==> src/rtl/ro_puf_sequencer.sv <==
// Ring-oscillator PUF sequencer.
// Walks every RO pair in turn: warm the two selected ROs with the shared
// counters held clear, count for a fixed window, wait for the counter values
// to cross into this clock domain, then record one response bit per pair.
module ro_puf_sequencer #(
   parameter int PAIRS         = 64,
   parameter int RO_COUNT      = 128,
   parameter int WINDOW_CYCLES = 50000,
   parameter int SETTLE_CYCLES = 16,
   parameter int SYNC_CYCLES   = 2,
   parameter int CNT_W         = 32,
   localparam int SEL_W        = $clog2(RO_COUNT),
   localparam int TIE_W        = $clog2(PAIRS + 1)
) (
   input  logic              clk_ref,
   input  logic              rst,
   input  logic              start,
   output logic [SEL_W-1:0]  ro_sel_a,
   output logic [SEL_W-1:0]  ro_sel_b,
   output logic              ro_en,
   output logic              cnt_clr,
   output logic              cnt_en,
   input  logic [CNT_W-1:0]  cnt_a,
   input  logic [CNT_W-1:0]  cnt_b,
   output logic              busy,
   output logic              done,
   output logic              valid,
   output logic [PAIRS-1:0]  puf_response,
   output logic [TIE_W-1:0]  tie_count
);

   // A phase length of zero still occupies one cycle.
   localparam int SETTLE_N = (SETTLE_CYCLES < 1) ? 1 : SETTLE_CYCLES;
   localparam int WINDOW_N = (WINDOW_CYCLES < 1) ? 1 : WINDOW_CYCLES;
   localparam int SYNC_N   = (SYNC_CYCLES   < 1) ? 1 : SYNC_CYCLES;
   localparam int MAX_SW   = (SETTLE_N > WINDOW_N) ? SETTLE_N : WINDOW_N;
   localparam int MAX_N    = (MAX_SW > SYNC_N) ? MAX_SW : SYNC_N;
   // Timer counts 0..N-1, so it never needs to hold N itself.
   localparam int TIMER_W  = $clog2(MAX_N + 1);
   localparam int PAIR_W   = (PAIRS > 1) ? $clog2(PAIRS) : 1;

   typedef enum logic [2:0] {
      S_IDLE,
      S_SETTLE,
      S_MEASURE,
      S_HOLD,
      S_COMPARE,
      S_DONE
   } state_t;

   state_t              state;
   state_t              state_next;
   logic [PAIR_W-1:0]   pair_idx;
   logic [TIMER_W-1:0]  timer;
   logic                timer_last;
   logic                last_pair;

   // The selected pair stays on the mux from SETTLE through COMPARE.
   assign ro_sel_a  = SEL_W'(pair_idx);
   assign ro_sel_b  = SEL_W'(pair_idx) + SEL_W'(PAIRS);
   assign last_pair = (pair_idx == PAIR_W'(PAIRS - 1));
   assign busy      = (state != S_IDLE);

   // Terminal count of the timed phase currently running.
   always_comb begin
      timer_last = 1'b0;
      case (state)
         S_SETTLE:  timer_last = (timer == TIMER_W'(SETTLE_N - 1));
         S_MEASURE: timer_last = (timer == TIMER_W'(WINDOW_N - 1));
         S_HOLD:    timer_last = (timer == TIMER_W'(SYNC_N - 1));
         default:   timer_last = 1'b0;
      endcase
   end

   // State register.
   always_ff @(posedge clk_ref or posedge rst) begin
      // NOTE: sequential state uses non-blocking assignments so every flop
      // samples pre-edge values regardless of block ordering.
      if (rst) state <= S_IDLE;
      else     state <= state_next;
   end

   // Next-state and Moore outputs; clear and count enables are decoded from
   // disjoint states, so they can never overlap.
   always_comb begin
      // NOTE: every output gets a default first so no path leaves it
      // unassigned, which would infer a latch.
      state_next = state;
      ro_en      = 1'b0;
      cnt_clr    = 1'b0;
      cnt_en     = 1'b0;
      done       = 1'b0;
      case (state)
         S_IDLE: begin
            if (start) state_next = S_SETTLE;
         end
         S_SETTLE: begin
            ro_en   = 1'b1;
            cnt_clr = 1'b1;
            if (timer_last) state_next = S_MEASURE;
         end
         S_MEASURE: begin
            ro_en  = 1'b1;
            cnt_en = 1'b1;
            if (timer_last) state_next = S_HOLD;
         end
         S_HOLD: begin
            if (timer_last) state_next = S_COMPARE;
         end
         S_COMPARE: begin
            state_next = last_pair ? S_DONE : S_SETTLE;
         end
         S_DONE: begin
            done       = 1'b1;
            state_next = S_IDLE;
         end
         default: state_next = S_IDLE;
      endcase
   end

   // Phase timer, pair index and response capture.
   always_ff @(posedge clk_ref or posedge rst) begin
      if (rst) begin
         pair_idx     <= '0;
         timer        <= '0;
         puf_response <= '0;
         tie_count    <= '0;
         valid        <= 1'b0;
      end else begin
         case (state)
            S_IDLE: begin
               if (start) begin
                  pair_idx     <= '0;
                  timer        <= '0;
                  puf_response <= '0;
                  tie_count    <= '0;
                  valid        <= 1'b0;
               end
            end
            S_SETTLE, S_MEASURE, S_HOLD: begin
               timer <= timer_last ? '0 : timer + 1'b1;
            end
            S_COMPARE: begin
               timer                  <= '0;
               // A tie is not "greater", so it records a 0 here.
               puf_response[pair_idx] <= (cnt_a > cnt_b);
               if (cnt_a == cnt_b) tie_count <= tie_count + 1'b1;
               if (!last_pair) pair_idx <= pair_idx + 1'b1;
            end
            S_DONE: begin
               valid <= 1'b1;
            end
            default: ;
         endcase
      end
   end

endmodule

==> config.mk <==
export PLATFORM = sky130hd
export DESIGN_NAME = ro_puf_sequencer
export DESIGN_NICKNAME = d
export VERILOG_FILES = /design/src/rtl/ro_puf_sequencer.sv
export SDC_FILE = /design/constraint.sdc
export NUM_CORES = 1
export LEC_CHECK = 0
export BUFFER_PORTS_ARGS = -buffer_cell sky130_fd_sc_hd__buf_2
export CORE_AREA = 2 2 123 125
export DETAILED_ROUTE_END_ITERATION = 12
export DIE_AREA = 0 0 125 127
export GPL_ROUTABILITY_DRIVEN = 0
export PLACE_DENSITY_LB_ADDON = 0.15
export SETUP_SLACK_MARGIN = 0.2
export SLEW_MARGIN = 20
export SYNTH_ARGS = -nofsm -noshare
export SYNTH_HDL_FRONTEND = slang
export SYNTH_SLANG_ARGS = --single-unit
==> constraint.sdc <==
create_clock -name clk_ref -period 4.5 [get_ports clk_ref]
set_input_delay 0.9 -clock clk_ref [delete_from_list [all_inputs] [get_ports clk_ref]]
set_output_delay 0.9 -clock clk_ref [all_outputs]
set_load 0.005 [all_outputs]
==> metrics.log, run 1 <==
INFO  metric run_status = finished clean
INFO  metric synth_register_bits = 97
INFO  metric ff2ff_setup_slack = 1.84 ns
INFO  metric avgSynthCellArea = 8.423 µm²
INFO  metric synthesis.yosys.warnings = 0
INFO  metric post_route_cells_drive_above_1_share = 29.76%
INFO  metric final-setup-viol-count = 0
INFO  metric start_util = 44.38%
INFO  metric die_h = 127 µm
INFO  metric vias = 6047
INFO  metric cp_data_required_time = 4.69 ns
INFO  metric finalWirelength = 17980 µm
INFO  metric crit_path_frequent_cell = sky130_fd_sc_hd__buf_4
INFO  metric power_density = 279.9 nW/µm²
INFO  metric leakagePower = 3.680 nW
INFO  metric worstPathArrival = 3.33 ns
INFO  metric postSynthCellCount = 760
INFO  metric die-width = 125 µm
INFO  metric fin_worst_skew = 0.01084 ns
INFO  metric dr.pass1.iters = 4
INFO  metric startpoint_type = input pin
INFO  metric synth_enable_flop_cells = 0
INFO  metric grtUsageTotal = 22.76%
INFO  metric leading_area_contributor_after_synthesis = sky130_fd_sc_hd__dfrtp_1
INFO  metric post_synth_instance_area = 6401 µm²
INFO  metric min_period = 3.142 ns
INFO  metric report.power.total = 2.135 mW
INFO  metric seq_area_frac_synth = 37.92%
INFO  metric hold_viol = 0
INFO  metric fmax = 318.3 MHz
INFO  metric area.growth.synth_to_final = 19.16%
INFO  metric unrepaired_setup_endpoints_after_global_routing = no
INFO  metric io_buffers = 155
INFO  metric cts_tree = yes
INFO  metric yosys-top-cells-area = sky130_fd_sc_hd__dfrtp_1 38%, sky130_fd_sc_hd__mux2_2 11%, sky130_fd_sc_hd__nand2_1 8.9%
INFO  metric diodes = 0
INFO  metric synth.top_cell.area_share = 37.92%
INFO  metric crit_fanout = 44
INFO  metric cap_viol_max_count = 0
INFO  metric core.rowCount = 44
INFO  metric slew_headroom = 26.57%
INFO  metric synthesis.nets = 862
INFO  metric ctsHoldBuffers = 0
INFO  metric ctsRootBufferMaster = sky130_fd_sc_hd__clkbuf_16
INFO  metric grt_pass1_wl = 29740 µm
INFO  metric post_cts_buffers = 0
INFO  metric timing.critical_path.cells = buf_2 -> inv_1 -> ha_1 -> nand4_1 -> nor4_1 -> buf_4 -> and2_2 -> buf_4 -> mux2_2 -> a21oi_1
INFO  metric tritoncts_num_sinks = 97
INFO  metric rr_endpoint = puf_response[7]
INFO  metric actual_slew_at_the_worst_max_slew_pin = 1.099 ns
INFO  metric cts.reportedPaths.clkPinSlew = 0.06 ns
INFO  metric cts_max_path_buffers = 2
INFO  metric tritoncts_buffers = 9
INFO  metric grt_pass1_vias = 5907
INFO  metric boundaryPins = 158
INFO  metric worst_hold_path_type = flip-flop to flip-flop
INFO  metric core_area = 14420 µm²
INFO  metric timing.final.crit_share = 69.81%
INFO  metric globalRouteOverflowTotal = 0
INFO  metric slowest_stage = sky130_fd_sc_hd__and2_2
INFO  metric die-area = 15880 µm²
INFO  metric reg2reg_from = state[1]
INFO  metric route.detailed.drc = 0
INFO  metric timing_max_transition_violations_final = 0
INFO  metric endpoint = puf_response[14]
INFO  metric cp-end-kind = flip-flop
INFO  metric design.final.nets = 986
INFO  metric dpl_hpwl = 12370 µm
INFO  metric viasPerCell = 5.646
INFO  metric detailedRoute.firstIterationViolations = 403
INFO  metric grt_antenna_before_repair = 0
INFO  metric worst_skew_pair.late_latency = 0.35 ns
INFO  metric cts_resized = 0
INFO  metric ys_dominant_reg_cell = sky130_fd_sc_hd__dfrtp_1
INFO  metric slowest_delay = 0.66 ns
INFO  metric largest_net_degree_at_the_start_of_global_routing = 73
INFO  metric routed_wire_length_per_instance = 16.79 µm
INFO  metric filler_cell_count = 1384
INFO  metric detail-route-antenna-nets = 0
INFO  metric ff2ff_path_depth = 6
INFO  metric synthDistinctLibCells = 51
INFO  metric worst-setup-path-type = input pin to flip-flop
INFO  metric maximum_ir_drop_on_the_vdd_rail = 0.0001890 V
INFO  metric h-tree-depth = 3
INFO  metric setup_tns = 0 ns
INFO  metric crit_path_start = cnt_b[30]
INFO  metric postSynth.asyncResetShare = 100.0%
[cells in the mapped netlist, types with 4 or more instances]
cell and count:
sky130_fd_sc_hd__nand3_1 13, sky130_fd_sc_hd__or3_1 4, sky130_fd_sc_hd__o21ai_0 9, sky130_fd_sc_hd__nor2_1 22, sky130_fd_sc_hd__buf_2 5, sky130_fd_sc_hd__ha_1 35, sky130_fd_sc_hd__nand2_1 152, sky130_fd_sc_hd__nor3_1 75
sky130_fd_sc_hd__nor3b_1 6, sky130_fd_sc_hd__a31oi_1 10, sky130_fd_sc_hd__a21oi_1 81, sky130_fd_sc_hd__dfrtp_1 97, sky130_fd_sc_hd__buf_4 8, sky130_fd_sc_hd__nand4_1 19, sky130_fd_sc_hd__clkbuf_1 41, sky130_fd_sc_hd__mux2i_1 6
sky130_fd_sc_hd__inv_1 40, sky130_fd_sc_hd__nor4_1 7, sky130_fd_sc_hd__xnor2_1 10, sky130_fd_sc_hd__mux2_2 63, sky130_fd_sc_hd__and3_1 8
[logic make-up after synthesis]
kind of cell	synth area share [%]
mux	12.20
compound gates	10.40
flops	37.92
buf+inv	6.372
other cells	0.1173
fa+ha+maj	6.841
xor+xnor	1.779
simple gates	24.37
[area by class of cell]
class | instances | area (µm²) | area share, %
multi-input cells | 566 | 3625 | 47.52
inverters | 40 | 152.6 | 2.001
clock inverters | 2 | 37.54 | 0.4921
clock buffers | 12 | 266.5 | 3.494
well taps | 184 | 230.2 | 3.018
flip-flops and latches | 97 | 2427 | 31.82
repair buffers | 170 | 888.4 | 11.65
[metrics by stage]
| stage | hold slack (ns) | utilization [%] | std cells | instance area, µm² | setup slack (ns) |
|---|---|---|---|---|---|
| finish | 0.4727 | 52.88 | 1071 | 7627 | 1.358 |
| global route | 0.5126 | 52.88 | 1071 | 7627 | 1.166 |
| CTS | 0.4779 | 52.88 | 1071 | 7627 | 1.350 |
| detailed placement | 0.4642 | 50.77 | 1057 | 7323 | 0.9852 |
| global placement | 0.4551 | 50.71 | 1057 | 7315 | 1.046 |
| floorplan | 0.4736 | - | 760 | 6401 | 1.066 |
[worst min-delay path by stage]
stage	from	depth (start not counted)	endpoint	slack, ns
finish	valid	1	valid	0.47
detailed placement	valid	1	valid	0.46
global route	valid	1	valid	0.51
CTS	valid	1	valid	0.48
global placement	valid	1	valid	0.46
floorplan	valid	1	valid	0.47
[power by group]
group,internal (mW),switching [mW],leakage [nW]
Combinational,0.174,0.178,2.35
Clock,0.471,0.326,0.147
Sequential,0.943,0.0425,1.18
[placed cells by master (no fill, tap or decap), types with 2 or more instances in the layout]
cell,n
sky130_fd_sc_hd__or2_2,2
sky130_fd_sc_hd__conb_1,2
sky130_fd_sc_hd__nor3b_1,6
sky130_fd_sc_hd__nand2b_1,3
sky130_fd_sc_hd__a31oi_1,10
sky130_fd_sc_hd__nand3b_1,3
sky130_fd_sc_hd__nor4_1,5
sky130_fd_sc_hd__nor4b_2,2
sky130_fd_sc_hd__mux2i_1,6
sky130_fd_sc_hd__nand2_1,151
sky130_fd_sc_hd__buf_4,15
sky130_fd_sc_hd__ha_1,35
sky130_fd_sc_hd__xnor2_1,10
sky130_fd_sc_hd__and3_1,8
sky130_fd_sc_hd__o21ai_0,9
sky130_fd_sc_hd__nor2_1,22
sky130_fd_sc_hd__inv_1,39
sky130_fd_sc_hd__or4_1,2
sky130_fd_sc_hd__mux2_2,63
sky130_fd_sc_hd__nor3_1,75
sky130_fd_sc_hd__clkbuf_8,3
sky130_fd_sc_hd__and3b_1,2
sky130_fd_sc_hd__a21o_1,2
sky130_fd_sc_hd__dfrtp_1,97
sky130_fd_sc_hd__or3_1,4
sky130_fd_sc_hd__nor4_2,3
sky130_fd_sc_hd__a221o_1,2
sky130_fd_sc_hd__and2_1,2
sky130_fd_sc_hd__nand4_1,19
sky130_fd_sc_hd__clkbuf_16,9
sky130_fd_sc_hd__a21oi_1,81
sky130_fd_sc_hd__xor2_1,3
sky130_fd_sc_hd__nand3_1,13
sky130_fd_sc_hd__buf_2,155
[layer usage]
| layer | GRT usage [%] | vias up | wire length [µm] |
|---|---|---|---|
| li1 | - | 2907 | - |
| met1 | 30.31 | 2916 | 7999 |
| met2 | 38.78 | 201 | 8633 |
| met3 | 3.099 | 23 | 1020 |
| met4 | 7.124 | 0 | 327 |
| met5 | 0 | - | 0 |
[sequential cells by signal (all words and copies together) (netlist names)]
signal	flops
pair_idx	6
puf_response	64
state	3
tie_count	7
timer	16
valid	1
[critical path: cells and delay by family]
kind | cells | cell delay, ns
AND/OR/NAND/NOR | 3 | 1.26
adder cells (fa/ha/maj) | 1 | 0.30
buffers and inverters | 4 | 0.61
AO/OA/AOI/OAI | 1 | 0.04
multiplexers | 1 | 0.17
(Power assumes the default switching activity.)
==> inputs of run 2 (changes only) <==
==> constraint.sdc (replaced) <==
create_clock -name clk_ref -period 2.8 [get_ports clk_ref]
set_input_delay 0.56 -clock clk_ref [delete_from_list [all_inputs] [get_ports clk_ref]]
set_output_delay 0.56 -clock clk_ref [all_outputs]
set_load 0.005 [all_outputs]
==> run 2 against run 1 <==
Net effect:
- sequential power up 60%
- first-iteration DRC count up 4.0%
- register-to-register slack worse by 1.4 ns
- via count about the same
- global-route usage down 0.68 points
- critical endpoint is now timer[13]
- largest cell class unchanged
- highest routed layer unchanged
==> metrics.log, run 2 (synthesized netlist as in run 1, its figures left out) <==
INFO  metric run_status = finished clean
INFO  metric start_util = 44.38%
INFO  metric maximum_ir_drop_on_the_vdd_rail = 0.0002429 V
INFO  metric actual_slew_at_the_worst_max_slew_pin = 0.8958 ns
INFO  metric area.growth.synth_to_final = 21.36%
INFO  metric leakagePower = 3.759 nW
INFO  metric cts_tree = yes
INFO  metric p_seq_share = 46.3%
INFO  metric grt_busiest_layer = met2
INFO  metric die-area = 15880 µm²
INFO  metric crit_fanout = 9
INFO  metric worst-setup-path-type = flip-flop to flip-flop
INFO  metric core.rowCount = 44
INFO  metric routed_wire_length_per_instance = 16.38 µm
INFO  metric power.clock.fraction = 36.9%
INFO  metric core_area = 14420 µm²
INFO  metric detailedRoute.firstIterationViolations = 419
INFO  metric worst_skew_pair.late_latency = 0.36 ns
INFO  metric cts_max_path_buffers = 2
INFO  metric power_density = 439.6 nW/µm²
INFO  metric dr.pass1.iters = 5
INFO  metric reg.largest.list = puf_response (64), timer (16), tie_count (7)
INFO  metric layout.cells.most_common_list = 155 x sky130_fd_sc_hd__buf_2, 151 x sky130_fd_sc_hd__nand2_1, 97 x sky130_fd_sc_hd__dfrtp_1, 81 x sky130_fd_sc_hd__a21oi_1, 75 x sky130_fd_sc_hd__nor3_1
INFO  metric switching_component_of_the_power = 0.9158 mW
INFO  metric timing.final.crit_share = 84.60%
INFO  metric tritoncts_buffers = 9
INFO  metric tritoncts_num_sinks = 97
INFO  metric grt_pass1_wl = 28930 µm
INFO  metric post_layout_nonfiller_instances = 1084
INFO  metric global_route.usage.met3 = 3.350%
INFO  metric grtUsageTotal = 22.08%
INFO  metric power.switching_fraction = 26.81%
INFO  metric groute.layer.met1.usage = 30.07%
INFO  metric h-tree-depth = 3
INFO  metric route.detailed.drc = 0
INFO  metric grt_pass1_vias = 5796
INFO  metric boundaryPins = 158
INFO  metric unrepaired_setup_endpoints_after_global_routing = no
INFO  metric worstPathArrival = 2.59 ns
INFO  metric detail-route-antenna-nets = 0
INFO  metric internal_power = 2.499 mW
INFO  metric power.share.combinational = 16.8%
INFO  metric final-setup-viol-count = 0
INFO  metric viasPerCell = 5.577
INFO  metric finalWirelength = 17760 µm
INFO  metric worst_hold_path_type = input pin to async pin
INFO  metric layout.cells.most_common = sky130_fd_sc_hd__buf_2
INFO  metric top_register = puf_response
INFO  metric placed_cells_incl_taps = 1068
INFO  metric slew_headroom = 39.82%
INFO  metric die-width = 125 µm
INFO  metric ctsRootBufferMaster = sky130_fd_sc_hd__clkbuf_16
INFO  metric cp_data_required_time = 3.02 ns
INFO  metric io_buffers = 155
INFO  metric largest_register_ff_count = 64
INFO  metric filler_cell_count = 1354
INFO  metric startpoint_type = flip-flop
INFO  metric ctsHoldBuffers = 0
INFO  metric grtUsageMet2 = 35.97%
INFO  metric fin_worst_skew = 0.009959 ns
INFO  metric cts_resized = 0
INFO  metric globalRouteOverflowTotal = 0
INFO  metric placed_area = 7473 µm²
INFO  metric setup_tns = 0 ns
INFO  metric timing_max_transition_violations_final = 0
INFO  metric cp-end-kind = flip-flop
INFO  metric post_cts_buffers = 0
INFO  metric grt_antenna_before_repair = 0
INFO  metric vias = 6045
INFO  metric min_period = 2.369 ns
INFO  metric design.final.nets = 997
INFO  metric fmax = 422.1 MHz
INFO  metric post-route-cell-area = 7769 µm²
INFO  metric dpl_hpwl = 12020 µm
INFO  metric diodes = 0
INFO  metric die_h = 127 µm
INFO  metric cap_viol_max_count = 0
INFO  metric hold_viol = 0
INFO  metric cts.reportedPaths.clkPinSlew = 0.07 ns
INFO  metric largest_net_degree_at_the_start_of_global_routing = 98
INFO  metric post_route_cells_drive_above_1_share = 30.67%
==> run 2: path summary, 6_finish.rpt <==
check / from / depth (start not counted) / end / slack (ns)
min in group clk_ref: valid / 1 / valid / 0.47
hold / removal: rst / 3 / puf_response[63] / 0.37
max in group asynchronous: rst / 3 / puf_response[27] / 2.04
setup reg to reg: timer[8] / 5 / timer[13] / 0.43
setup / recovery: timer[8] / 5 / timer[13] / 0.43
hold reg to reg: valid / 1 / valid / 0.47
==> run 2: routing by layer <==
metal	part of all wire, %	wire, µm	up-vias
met5	0	0	-
met4	1.9	342	0
met3	5.2	918	24
met2	47	8413	181
met1	46	8083	2917
li1	-	-	2923
==> run 2: power by group through the flow <==
stage / clock network (mW) / logic [mW] / registers [mW]
final: 1.26 / 0.573 / 1.58
after global routing: 1.35 / 0.648 / 1.59
after CTS: 1.29 / 0.582 / 1.58
after detailed placement: 0 / 0.580 / 1.61
after global placement: 0 / 0.554 / 1.61
after floorplan: 0 / 0.313 / 1.61
==> run 2: per-stage QoR <==
stage	utilization [%]	hold WS, ns	setup slack (ns)	power (mW)
after CTS	53.86	0.3933	0.4236	3.456
after global placement	51.81	0.4541	0.2414	2.160
after floorplan	-	0.4736	0.2196	1.921
final	53.86	0.3715	0.4312	3.415
after global routing	53.86	0.4278	0.2735	3.590
after detailed placement	51.81	0.4610	0.1724	2.189
==> run 2: critical path, cell delays in order, from the launching register on <==
cell and delay [ns]:
sky130_fd_sc_hd__dfrtp_1 0.44, sky130_fd_sc_hd__or4_1 0.52, sky130_fd_sc_hd__or3_1 0.32, sky130_fd_sc_hd__a221o_1 0.47, sky130_fd_sc_hd__a21oi_2 0.39, sky130_fd_sc_hd__nor2_1 0.10
==> run 2: layout make-up <==
class,count,area [µm²],share of cell area (%)
sequential,97,2427,31.24
clock inverter,6,66.31,0.8536
timing repair buffer,181,1046,13.46
multi-input combinational,566,3616,46.55
clock buffer,10,229.0,2.947
tap,184,230.2,2.963
inverter,40,153.9,1.981
